## src/rtl/vec_store_serializer.sv

```systemverilog
// vec_store_serializer
//   Writeback end of the vector ALU datapath. Captures one packed result word
//   and issues it to data memory as single-lane stores with incrementing
//   addresses (lane 0 first). Scalar words store lane 0 only. All outputs come
//   straight from registers.
//   Optional build macro: VEC_STORE_ZERO_SKIP_EN -- lanes whose data is zero
//   are skipped (mem_we low for one cycle, no wait on mem_ready).
module vec_store_serializer #(
  parameter int LANES       = 6,
  parameter int LANE_W      = 32,
  parameter int ADDR_W      = 32,
  parameter int ADDR_STRIDE = 4
) (
  input  logic                      clk,
  input  logic                      rst,
  input  logic                      in_valid,
  output logic                      in_ready,
  input  logic [LANES*LANE_W-1:0]   in_vec,
  input  logic                      in_scalar,
  input  logic [ADDR_W-1:0]         in_base_addr,
  output logic                      mem_we,
  output logic [ADDR_W-1:0]         mem_addr,
  output logic [LANE_W-1:0]         mem_wdata,
  input  logic                      mem_ready,
  output logic                      busy,
  output logic                      done
);

  localparam int                LW        = (LANES > 1) ? $clog2(LANES) : 1;
  localparam logic [LW-1:0]     LAST_LANE = LW'(LANES - 1);
  localparam logic [ADDR_W-1:0] STRIDE    = ADDR_W'(ADDR_STRIDE);

  typedef enum logic {
    IDLE = 1'b0,
    SEND = 1'b1
  } state_t;

  // Next lane address; the sum is truncated so it wraps modulo 2^ADDR_W.
  function automatic logic [ADDR_W-1:0] addr_step(input logic [ADDR_W-1:0] a);
    return a + STRIDE;
  endfunction

  state_t              state, state_d;
  logic [LW-1:0]       lane_p0, lane_d;
  logic [LW-1:0]       last_p0, last_d;
  logic [LANE_W-1:0]   lanes_p0 [LANES];
  logic                capture;

  logic                mem_we_d;
  logic [ADDR_W-1:0]   mem_addr_d;
  logic [LANE_W-1:0]   mem_wdata_d;
  logic                busy_d;
  logic                done_d;
  logic                in_ready_d;

  logic [LW-1:0]       lane_inc;
  logic [LANE_W-1:0]   first_lane;
  logic [LANE_W-1:0]   next_lane;
  logic                first_en;
  logic                next_en;
  logic                advance;

  // Next-state and next-output logic; outputs are precomputed here and
  // registered so nothing combinational reaches a port.
  always_comb begin
    state_d     = state;
    lane_d      = lane_p0;
    last_d      = last_p0;
    capture     = 1'b0;
    mem_we_d    = mem_we;
    mem_addr_d  = mem_addr;
    mem_wdata_d = mem_wdata;
    busy_d      = busy;
    done_d      = 1'b0;
    in_ready_d  = in_ready;

    lane_inc   = lane_p0 + LW'(1);
    first_lane = in_vec[LANE_W-1:0];
    next_lane  = lanes_p0[lane_inc];
`ifdef VEC_STORE_ZERO_SKIP_EN
    first_en   = |first_lane;
    next_en    = |next_lane;
`else
    first_en   = 1'b1;
    next_en    = 1'b1;
`endif
    // A skipped lane (mem_we low while sending) moves on without a handshake.
    advance = mem_ready | ~mem_we;

    case (state)
      IDLE: begin
        if (in_valid && in_ready) begin
          capture     = 1'b1;
          state_d     = SEND;
          lane_d      = '0;
          last_d      = in_scalar ? '0 : LAST_LANE;
          mem_we_d    = first_en;
          mem_addr_d  = in_base_addr;
          mem_wdata_d = first_lane;
          busy_d      = 1'b1;
          in_ready_d  = 1'b0;
        end
      end
      SEND: begin
        if (advance) begin
          if (lane_p0 == last_p0) begin
            state_d    = IDLE;
            mem_we_d   = 1'b0;
            busy_d     = 1'b0;
            done_d     = 1'b1;
            in_ready_d = 1'b1;
          end else begin
            lane_d      = lane_inc;
            mem_we_d    = next_en;
            mem_addr_d  = addr_step(mem_addr);
            mem_wdata_d = next_lane;
          end
        end
      end
    endcase
  end

  // Control and output registers, cleared asynchronously.
  always_ff @(posedge clk or posedge rst) begin
    if (rst) begin
      state     <= IDLE;
      lane_p0   <= '0;
      last_p0   <= '0;
      mem_we    <= 1'b0;
      mem_addr  <= '0;
      mem_wdata <= '0;
      busy      <= 1'b0;
      done      <= 1'b0;
      in_ready  <= 1'b1;
    end else begin
      state     <= state_d;
      lane_p0   <= lane_d;
      last_p0   <= last_d;
      mem_we    <= mem_we_d;
      mem_addr  <= mem_addr_d;
      mem_wdata <= mem_wdata_d;
      busy      <= busy_d;
      done      <= done_d;
      in_ready  <= in_ready_d;
    end
  end

  // Capture stage: hold the accepted word so upstream may change in_vec.
  always_ff @(posedge clk) begin
    if (capture) begin
      for (int k = 0; k < LANES; k++) begin
        lanes_p0[k] <= in_vec[k*LANE_W +: LANE_W];
      end
    end
  end

endmodule
```

## config.mk

```make
export PLATFORM = sky130hd
export DESIGN_NAME = vec_store_serializer
export DESIGN_NICKNAME = d
export VERILOG_FILES = /design/src/rtl/vec_store_serializer.sv
export SDC_FILE = /design/constraint.sdc
export NUM_CORES = 1
export LEC_CHECK = 0
export CELL_PAD_IN_SITES_DETAIL_PLACEMENT = 1
export CELL_PAD_IN_SITES_GLOBAL_PLACEMENT = 2
export CORE_MARGIN = 3
export CORE_UTILIZATION = 33
export CTS_CLUSTER_SIZE = 25
export DETAILED_ROUTE_END_ITERATION = 12
export GPL_TIMING_DRIVEN = 0
export PLACE_DENSITY_LB_ADDON = 0.1
export SLEW_MARGIN = 15
export SYNTH_ARGS = -nofsm -noshare
export SYNTH_HDL_FRONTEND = slang
export SYNTH_SLANG_ARGS = --single-unit
```

## constraint.sdc

```tcl
create_clock -name clk -period 6.05 [get_ports clk]
set_input_delay 1.815 -clock clk [delete_from_list [all_inputs] [get_ports clk]]
set_output_delay 1.815 -clock clk [all_outputs]
set_load 0.05 [all_outputs]
```

==> impl_metrics.csv, run 1 <==
group,metric,value,unit
clock_tree,cts_buffer_depth,3,
setup_path,worst-r2r-setup-slack,3.59,ns
routing,viasPerCell,5.012,
clock_tree,cts_made_buffers,29,
power,total_power,0.008234,W
setup_path,crit_start,"in_ready",
setup_path,crit_family,"buffers and inverters",
clock_tree,cts_tree,"done",
worst_hold_path,min_from,"mem_addr[0]",
routing,ant_nets,0,
cells_and_area,layout-drive-gt1-share,0.1308,
logic_synthesis,synth_nets,999,
timing,rsz0062_at_grt,"no",
logic_synthesis,synth_top_cells_by_area,"edfxtp_1 52%, dfrtp_1 16%, mux4_2 6.5%",
clock_tree,cts-root-buf,"clkbuf_16",
logic_synthesis,synth_cells,768,
cells_and_area,area_growth,41.85,%
timing,drv_slew,0,
power,ir_drop,241.7,µV
setup_path,worst_path_max_delay_cell,"clkdlybuf4s50_1",
setup_path,crit_buf_inv,1,
routing,drtPass1Iterations,7,
floorplan,num_rows,66,
floorplan,start_util,0.3372,
placed_design,place_inst,1513,
logic_synthesis,ys.flop_type,"edfxtp_1",
setup_path,cp.depth,1,
routing,finalWirelength,34.79,mm
placed_design,io_buffers,296,
routing,post_drt_wl_per_cell,22.17,µm
clock_tree,cts.clk_slew.worst_paths,0.06,ns
timing,fmax,0.2643,GHz
grt,use_met1,0.2467,
placed_design,post-place-ws,1.935,ns
routing,drt_iter0_markers,371,
setup_path,cp-start-kind,"flop",
timing,finalHoldViolations,0,
grt,grt_pass1_wl,52.10,mm
grt,antenna_found_initial,7,
routing,drc,0,
grt,use_met3,0.05647,
grt,grt_pass1_vias,8528,
floorplan,ios,297,
setup_path,worst_setup_path_end_kind,"primary output",
floorplan,coreArea,32780,µm²
setup_path,r2r_end,"mem_wdata[4]",
worst_hold_path,holdPathStages,2,
floorplan,die_h,189.0,µm
logic_synthesis,synth.distinct_cells,51,
cells_and_area,final_nets,1333,
power,p_per_area,525.0,nW/µm²
placed_design,gp_congestion,0.7959,
logic_synthesis,synth_top_area_share,0.5215,
grt,grt.busiest_layer,"met2",
timing,setup_ws,2.267,ns
logic_synthesis,synth_area_per_cell,14.40,µm²
logic_synthesis,yosysWarnings,0,
logic_synthesis,synthArstFlopShare,0.2755,
clock_tree,cts_resized,0,
clock_tree,cts_sinks,265,
timing,min_period,3.783,ns
clock_tree,clk_latency,0.55,ns
setup_path,r2r-start,"lane_p0[0]",
grt,met2_usage,0.3188,
floorplan,fp.dieArea,35730,µm²
logic_synthesis,synth_commonest_cells,"192 x edfxtp_1, 72 x dfrtp_1, 67 x a21oi_1",
grt,grt_use_total,0.1901,
clock_tree,cts_hold_buf,0,
timing,finalCritPeriodShare,0.6254,
floorplan,die_x,189.0,µm
clock_tree,post_cts_buffers,0,
worst_hold_path,hold_class,"flop to flop",
setup_path,critPathMaxStageDelay,0.87,ns
clock_tree,cts_max_level,1,
grt,grt_overflow,0,
logic_synthesis,synth.most_common_cell,"edfxtp_1",
cells_and_area,instances_no_fill,1569,
logic_synthesis,synth-edff-count,192,
logic_synthesis,yosys.area.top_type,"edfxtp_1",
setup_path,crit_path_max_fanout,4,
placed_design,dp_hpwl,24.72,mm
setup_path,path_cells,"clkdlybuf4s50_1",
logic_synthesis,syn-cell-area,11060,µm²
setup_path,reg2reg_depth,6,
run_status,status,"complete, no violations",
setup_path,cp_data_required_time,4.24,ns
timing,skew,0.007859,ns
logic_synthesis,synth-seq-area-share,0.6868,
job,drv_cap,0,
setup_path,critPathKind,"flop to primary output",
timing,setup_viol,0,
setup_path,endpoint,"in_ready",
setup_path,arrival,1.97,ns
grt,grt_max_degree,50,
logic_synthesis,ys_seq_elements,265,
routing,vias,7864,
timing,slew_headroom,0.4283,
power,leakagePower,5.561,nW
timing,tightest_slew,0.8497,ns
==> kinds of logic (layout without fill, tap and decap cells) <==
logic type                 Yosys count  in the layout  share of synthesized area
DFF                                265            265                     0.6868
and+or+nand+nor                    210            210                    0.09688
AOI/OAI and AO/OA                  162            162                    0.08884
muxes                               66             66                    0.09959
buffers and inverters               62            418                    0.02478
adders and majority gates            2              2                   0.002263
xor gates and xnor gates             1              1                  0.0007924
other                                0              3                          0
==> how the worst min path moves through the flow <==
stage / end / slack [ns]
floorplan: last_p0[0] / 0.46
global placement: mem_addr[0] / 0.46
detailed placement: mem_addr[0] / 0.47
CTS: mem_addr[0] / 0.48
global route: mem_addr[0] / 0.51
finish: mem_addr[0] / 0.48
==> layer usage <==
layer,up-vias,wire (µm)
met1,3905,14780
met2,247,16570
li1,3649,-
met4,10,655
met3,53,2720
met5,-,60
==> worst register-to-register path: cells and delay by family, from the launching register on <==
kind / cells / cell delay [ns]
compound gates: 1 / 0.09
fa+ha+maj: 1 / 0.31
buf+inv: 2 / 0.95
flops: 1 / 0.45
mux: 1 / 0.45
simple gates: 1 / 0.09
==> cell usage in the layout (no fill, tap or decap), drive strengths merged, types with 3 or more instances in the layout <==
| master | synthesis | final |
|---|---|---|
| a21oi | 67 | 67 |
| a2bb2oi | 11 | 11 |
| a31oi | 34 | 34 |
| a41oi | 3 | 3 |
| and2 | 3 | 3 |
| and3 | 37 | 37 |
| and4 | 3 | 3 |
| buf | 23 | 30 |
| bufinv | 0 | 4 |
| clkbuf | 29 | 69 |
| clkdlybuf4s50 | 0 | 296 |
| clkinv | 0 | 7 |
| dfrtp | 72 | 72 |
| diode | 0 | 3 |
| edfxtp | 192 | 192 |
| inv | 10 | 10 |
| mux2 | 32 | 32 |
| mux4 | 32 | 32 |
| nand2 | 67 | 67 |
| nand3 | 21 | 21 |
| nand4 | 13 | 13 |
| nor2 | 49 | 49 |
| nor2b | 3 | 3 |
| nor3 | 4 | 4 |
| nor4 | 8 | 8 |
| o21ai | 20 | 20 |
| o22ai | 10 | 10 |
| o31ai | 5 | 5 |
==> through the flow <==
stage / instance area, µm² / utilization / setup TNS, ns / hold WS [ns]
floorplan: 11060 / - / 0 / 0.4648
global placement: 14580 / 0.4446 / -201.47 / 0.4594
finish: 15680 / 0.4784 / 0 / 0.4797
detailed placement: 14730 / 0.4494 / 0 / 0.4694
global route: 15680 / 0.4783 / 0 / 0.5129
CTS: 15680 / 0.4781 / 0 / 0.4829
==> registers in the layout, summed over array words and instances, names as in the netlist <==
| name | count |
|---|---|
| busy | 1 |
| done | 1 |
| in_ready | 1 |
| lane_p0 | 3 |
| lanes_p0 | 192 |
| last_p0 | 1 |
| mem_addr | 32 |
| mem_wdata | 32 |
| mem_we | 1 |
| state | 1 |
==> area by class of cell <==
| class | count | area [µm²] |
|---|---|---|
| Fill cell | 3355 | 17100 |
| Tap cell | 442 | 553.0 |
| Clock buffer | 40 | 777.0 |
| Clock inverter | 13 | 165.2 |
| Antenna cell | 3 | 7.507 |
| Multi-Input combinational cell | 441 | 3188 |
| Inverter | 10 | 43.79 |
| Timing Repair Buffer | 303 | 3118 |
| Buffer | 52 | 236.5 |
| Sequential cell | 265 | 7594 |
==> report_power, final <==
part | leakage (nW) | switching [W] | internal (W)
registers | 2.59 | 0.000269 | 0.00246
clock network | 0.453 | 0.000723 | 0.00106
logic | 2.52 | 0.00237 | 0.00135
Note: power is estimated with default switching activity, not from simulation.
==> inputs of run 2 (changes only) <==
--- a/config.mk
+++ b/config.mk
@@ -8,7 +8,7 @@
 export CELL_PAD_IN_SITES_DETAIL_PLACEMENT = 1
 export CELL_PAD_IN_SITES_GLOBAL_PLACEMENT = 2
 export CORE_MARGIN = 3
-export CORE_UTILIZATION = 33
+export CORE_UTILIZATION = 29
 export CTS_CLUSTER_SIZE = 25
 export DETAILED_ROUTE_END_ITERATION = 12
 export GPL_TIMING_DRIVEN = 0
==> constraint.sdc (replaced) <==
create_clock -name clk -period 3.45 [get_ports clk]
set_input_delay 1.035 -clock clk [delete_from_list [all_inputs] [get_ports clk]]
set_output_delay 1.035 -clock clk [all_outputs]
set_load 0.05 [all_outputs]
==> run 2 against run 1 <==
Compared with the run above:
- sequential cell count did not move
- cell area rose by 1.4%
- clock power rose by 93%
- sequential share of layout area fell by 0.69 points
- global-route usage fell by 1.4 points
- via count fell by 0.32%
- register-to-register slack got worse by 2.6 ns
- wire length rose by 4.9%
- count of clock-buffer cells in the layout fell by 3
- non-clock buffer count rose by 1
- clock skew rose by 0.0027 ns
- sequential power rose by 75%
- largest power group unchanged
- highest routed layer unchanged
==> impl_metrics.csv, run 2 (synthesis gave the netlist of run 1 again) <==
group,metric,value,unit
worst_hold_path,holdPathStages,2,
placed_design,place_inst,1576,
routing,finalWirelength,36.48,mm
power,internal_power,0.008794,W
clock_tree,cts_sinks,265,
cells_and_area,reg_top3,"lanes_p0: 192 flops, mem_addr: 32 flops, mem_wdata: 32 flops",
grt,grt_pass1_wl,54.59,mm
timing,skew,0.01056,ns
setup_path,cp.depth,1,
power,p_seq_frac,0.323,
routing,route.met3.wl,2.246,mm
setup_path,critPathKind,"flop to primary output",
timing,tightest_slew,0.8184,ns
placed_design,place_area,14840,µm²
timing,finalHoldViolations,0,
routing,drc,0,
routing,drtPass1Iterations,4,
power,p_per_area,929.9,nW/µm²
routing,wl_met2,17.79,mm
setup_path,worst-r2r-setup-slack,0.96,ns
setup_path,path_cells,"clkdlybuf4s50_1",
placed_design,io_buffers,296,
setup_path,crit_path_max_fanout,4,
worst_hold_path,hold_class,"flop to flop",
clock_tree,cts_hold_buf,0,
cells_and_area,fill_cells,3843,
clock_tree,post_cts_buffers,0,
grt,grt_pass1_vias,8652,
routing,vias,7839,
cells_and_area,layout-drive-gt1-share,0.1381,
placed_design,post-place-ws,0.3076,ns
cells_and_area,area_growth,43.89,%
clock_tree,cts_buffer_depth,3,
cells_and_area,final_common_cell,"clkdlybuf4s50_1",
routing,post_drt_wl_per_cell,22.31,µm
power,ir_drop,418.1,µV
grt,grt_use_total,0.1761,
clock_tree,cts_made_buffers,31,
cells_and_area,post-route-util,0.4294,
cells_and_area,instances_no_fill,1635,
floorplan,fp.dieArea,40500,µm²
timing,fmax,0.3326,GHz
routing,drt_iter0_markers,369,
power,p_sw_frac,0.4055,
grt,antenna_found_initial,9,
routing,wl_met1,15.74,mm
clock_tree,cts_resized,0,
setup_path,r2r_end,"mem_wdata[11]",
cells_and_area,largest_reg_flops,192,
power,clkPwrFrac,0.233,
cells_and_area,final_nets,1336,
setup_path,worst_path_max_delay_cell,"clkdlybuf4s50_1",
floorplan,die_h,201.3,µm
floorplan,ios,297,
routing,ant_nets,0,
cells_and_area,top_register,"lanes_p0",
cells_and_area,mostFrequentLayoutCells,"296 x clkdlybuf4s50_1, 192 x edfxtp_1, 72 x dfrtp_1, 67 x a21oi_1, 66 x nand2_1",
power,pwr-share-comb,0.444,
floorplan,die_x,201.3,µm
clock_tree,cts.clk_slew.worst_paths,0.06,ns
setup_path,cp_data_required_time,2.41,ns
setup_path,worst_setup_path_end_kind,"primary output",
floorplan,num_rows,70,
floorplan,start_util,0.2984,
cells_and_area,register_area,7594,µm²
clock_tree,cts_tree,"done",
setup_path,cp-start-kind,"flop",
placed_design,gp_congestion,0.7525,
cells_and_area,final_area,15910,µm²
run_status,status,"complete, no violations",
timing,min_period,3.007,ns
job,drv_cap,0,
clock_tree,clk_latency,0.58,ns
setup_path,arrival,1.97,ns
placed_design,dp_hpwl,26.26,mm
setup_path,crit_family,"buffers and inverters",
setup_path,critPathMaxStageDelay,0.84,ns
timing,drv_slew,0,
clock_tree,cts-root-buf,"clkbuf_16",
timing,slew_headroom,0.4544,
clock_tree,cts_max_level,1,
timing,rsz0062_at_grt,"no",
power,leakagePower,5.640,nW
grt,grt_overflow,0,
setup_path,reg2reg_depth,6,
setup_path,crit_buf_inv,1,
worst_hold_path,whs_endpoint,"mem_addr[1]",
timing,finalCritPeriodShare,0.8715,
floorplan,coreArea,37050,µm²
timing,setup_ws,0.4434,ns
routing,highest_layer,"met5",
setup_path,r2r-start,"lane_p0[0]",
routing,viasPerCell,4.794,
cells_and_area,multi_input_comb_area,3188,µm²
timing,setup_viol,0,
power,p_sw,0.005998,W
grt,grt_max_degree,45,
worst_hold_path,min_from,"mem_addr[1]",
-- run 2: how the worst max path moves through the flow --
stage                     startpoint  slack (ns)               to
final                       in_ready        0.44         in_ready
after floorplan             in_valid       -1.18     mem_addr[29]
after detailed placement    in_valid        0.31  lanes_p0[5][23]
after global routing        in_ready        0.38         in_ready
after global placement      in_valid       -3.05     mem_addr[29]
after CTS                   in_ready        0.41         in_ready
-- run 2: metal layers --
metal	GRT usage	vias up
met3	0.05226	50
met2	0.3011	198
met5	0	-
met4	0.03813	16
li1	-	3642
met1	0.2221	3933
-- run 2: final cells by class --
| type | count | area share |
|---|---|---|
| sequential | 265 | 0.4773 |
| multi-input combinational | 441 | 0.2004 |
| timing repair buffer | 304 | 0.1977 |
| clock buffer | 37 | 0.05018 |
| tap | 504 | 0.03964 |
| clock inverter | 21 | 0.01691 |
| buffer | 52 | 0.01487 |
| inverter | 10 | 0.002753 |
| antenna | 1 | 0.0001573 |
-- run 2: power by group through the flow --
stage               clock network (W)  registers, W  logic, W
detailed placement                  0       0.00484   0.00672
global placement                    0       0.00491   0.00656
global route                  0.00368       0.00488   0.00712
CTS                           0.00355       0.00478   0.00674
floorplan                           0       0.00615   0.00281
finish                        0.00345       0.00478   0.00657
-- run 2: stage by stage --
step           total power (W)  hold slack [ns]  TNS [ns]
5_1_grt                0.01568           0.5117         0
2_1_floorplan         0.008960           0.4648   -201.14
3_3_place_gp           0.01147           0.4653   -682.73
6_report               0.01479           0.4803         0
3_5_place_dp           0.01156           0.4720         0
4_1_cts                0.01507           0.4870         0
==> inputs of run 3 (changes only) <==
--- a/config.mk
+++ b/config.mk
@@ -12,6 +12,7 @@
 export CTS_CLUSTER_SIZE = 25
 export DETAILED_ROUTE_END_ITERATION = 12
 export GPL_TIMING_DRIVEN = 0
+export HOLD_SLACK_MARGIN = 0.1
 export PLACE_DENSITY_LB_ADDON = 0.1
 export SLEW_MARGIN = 15
 export SYNTH_ARGS = -nofsm -noshare
==> results of run 3 <==
The final DEF is identical to that of run 2; final timing and power are the same.
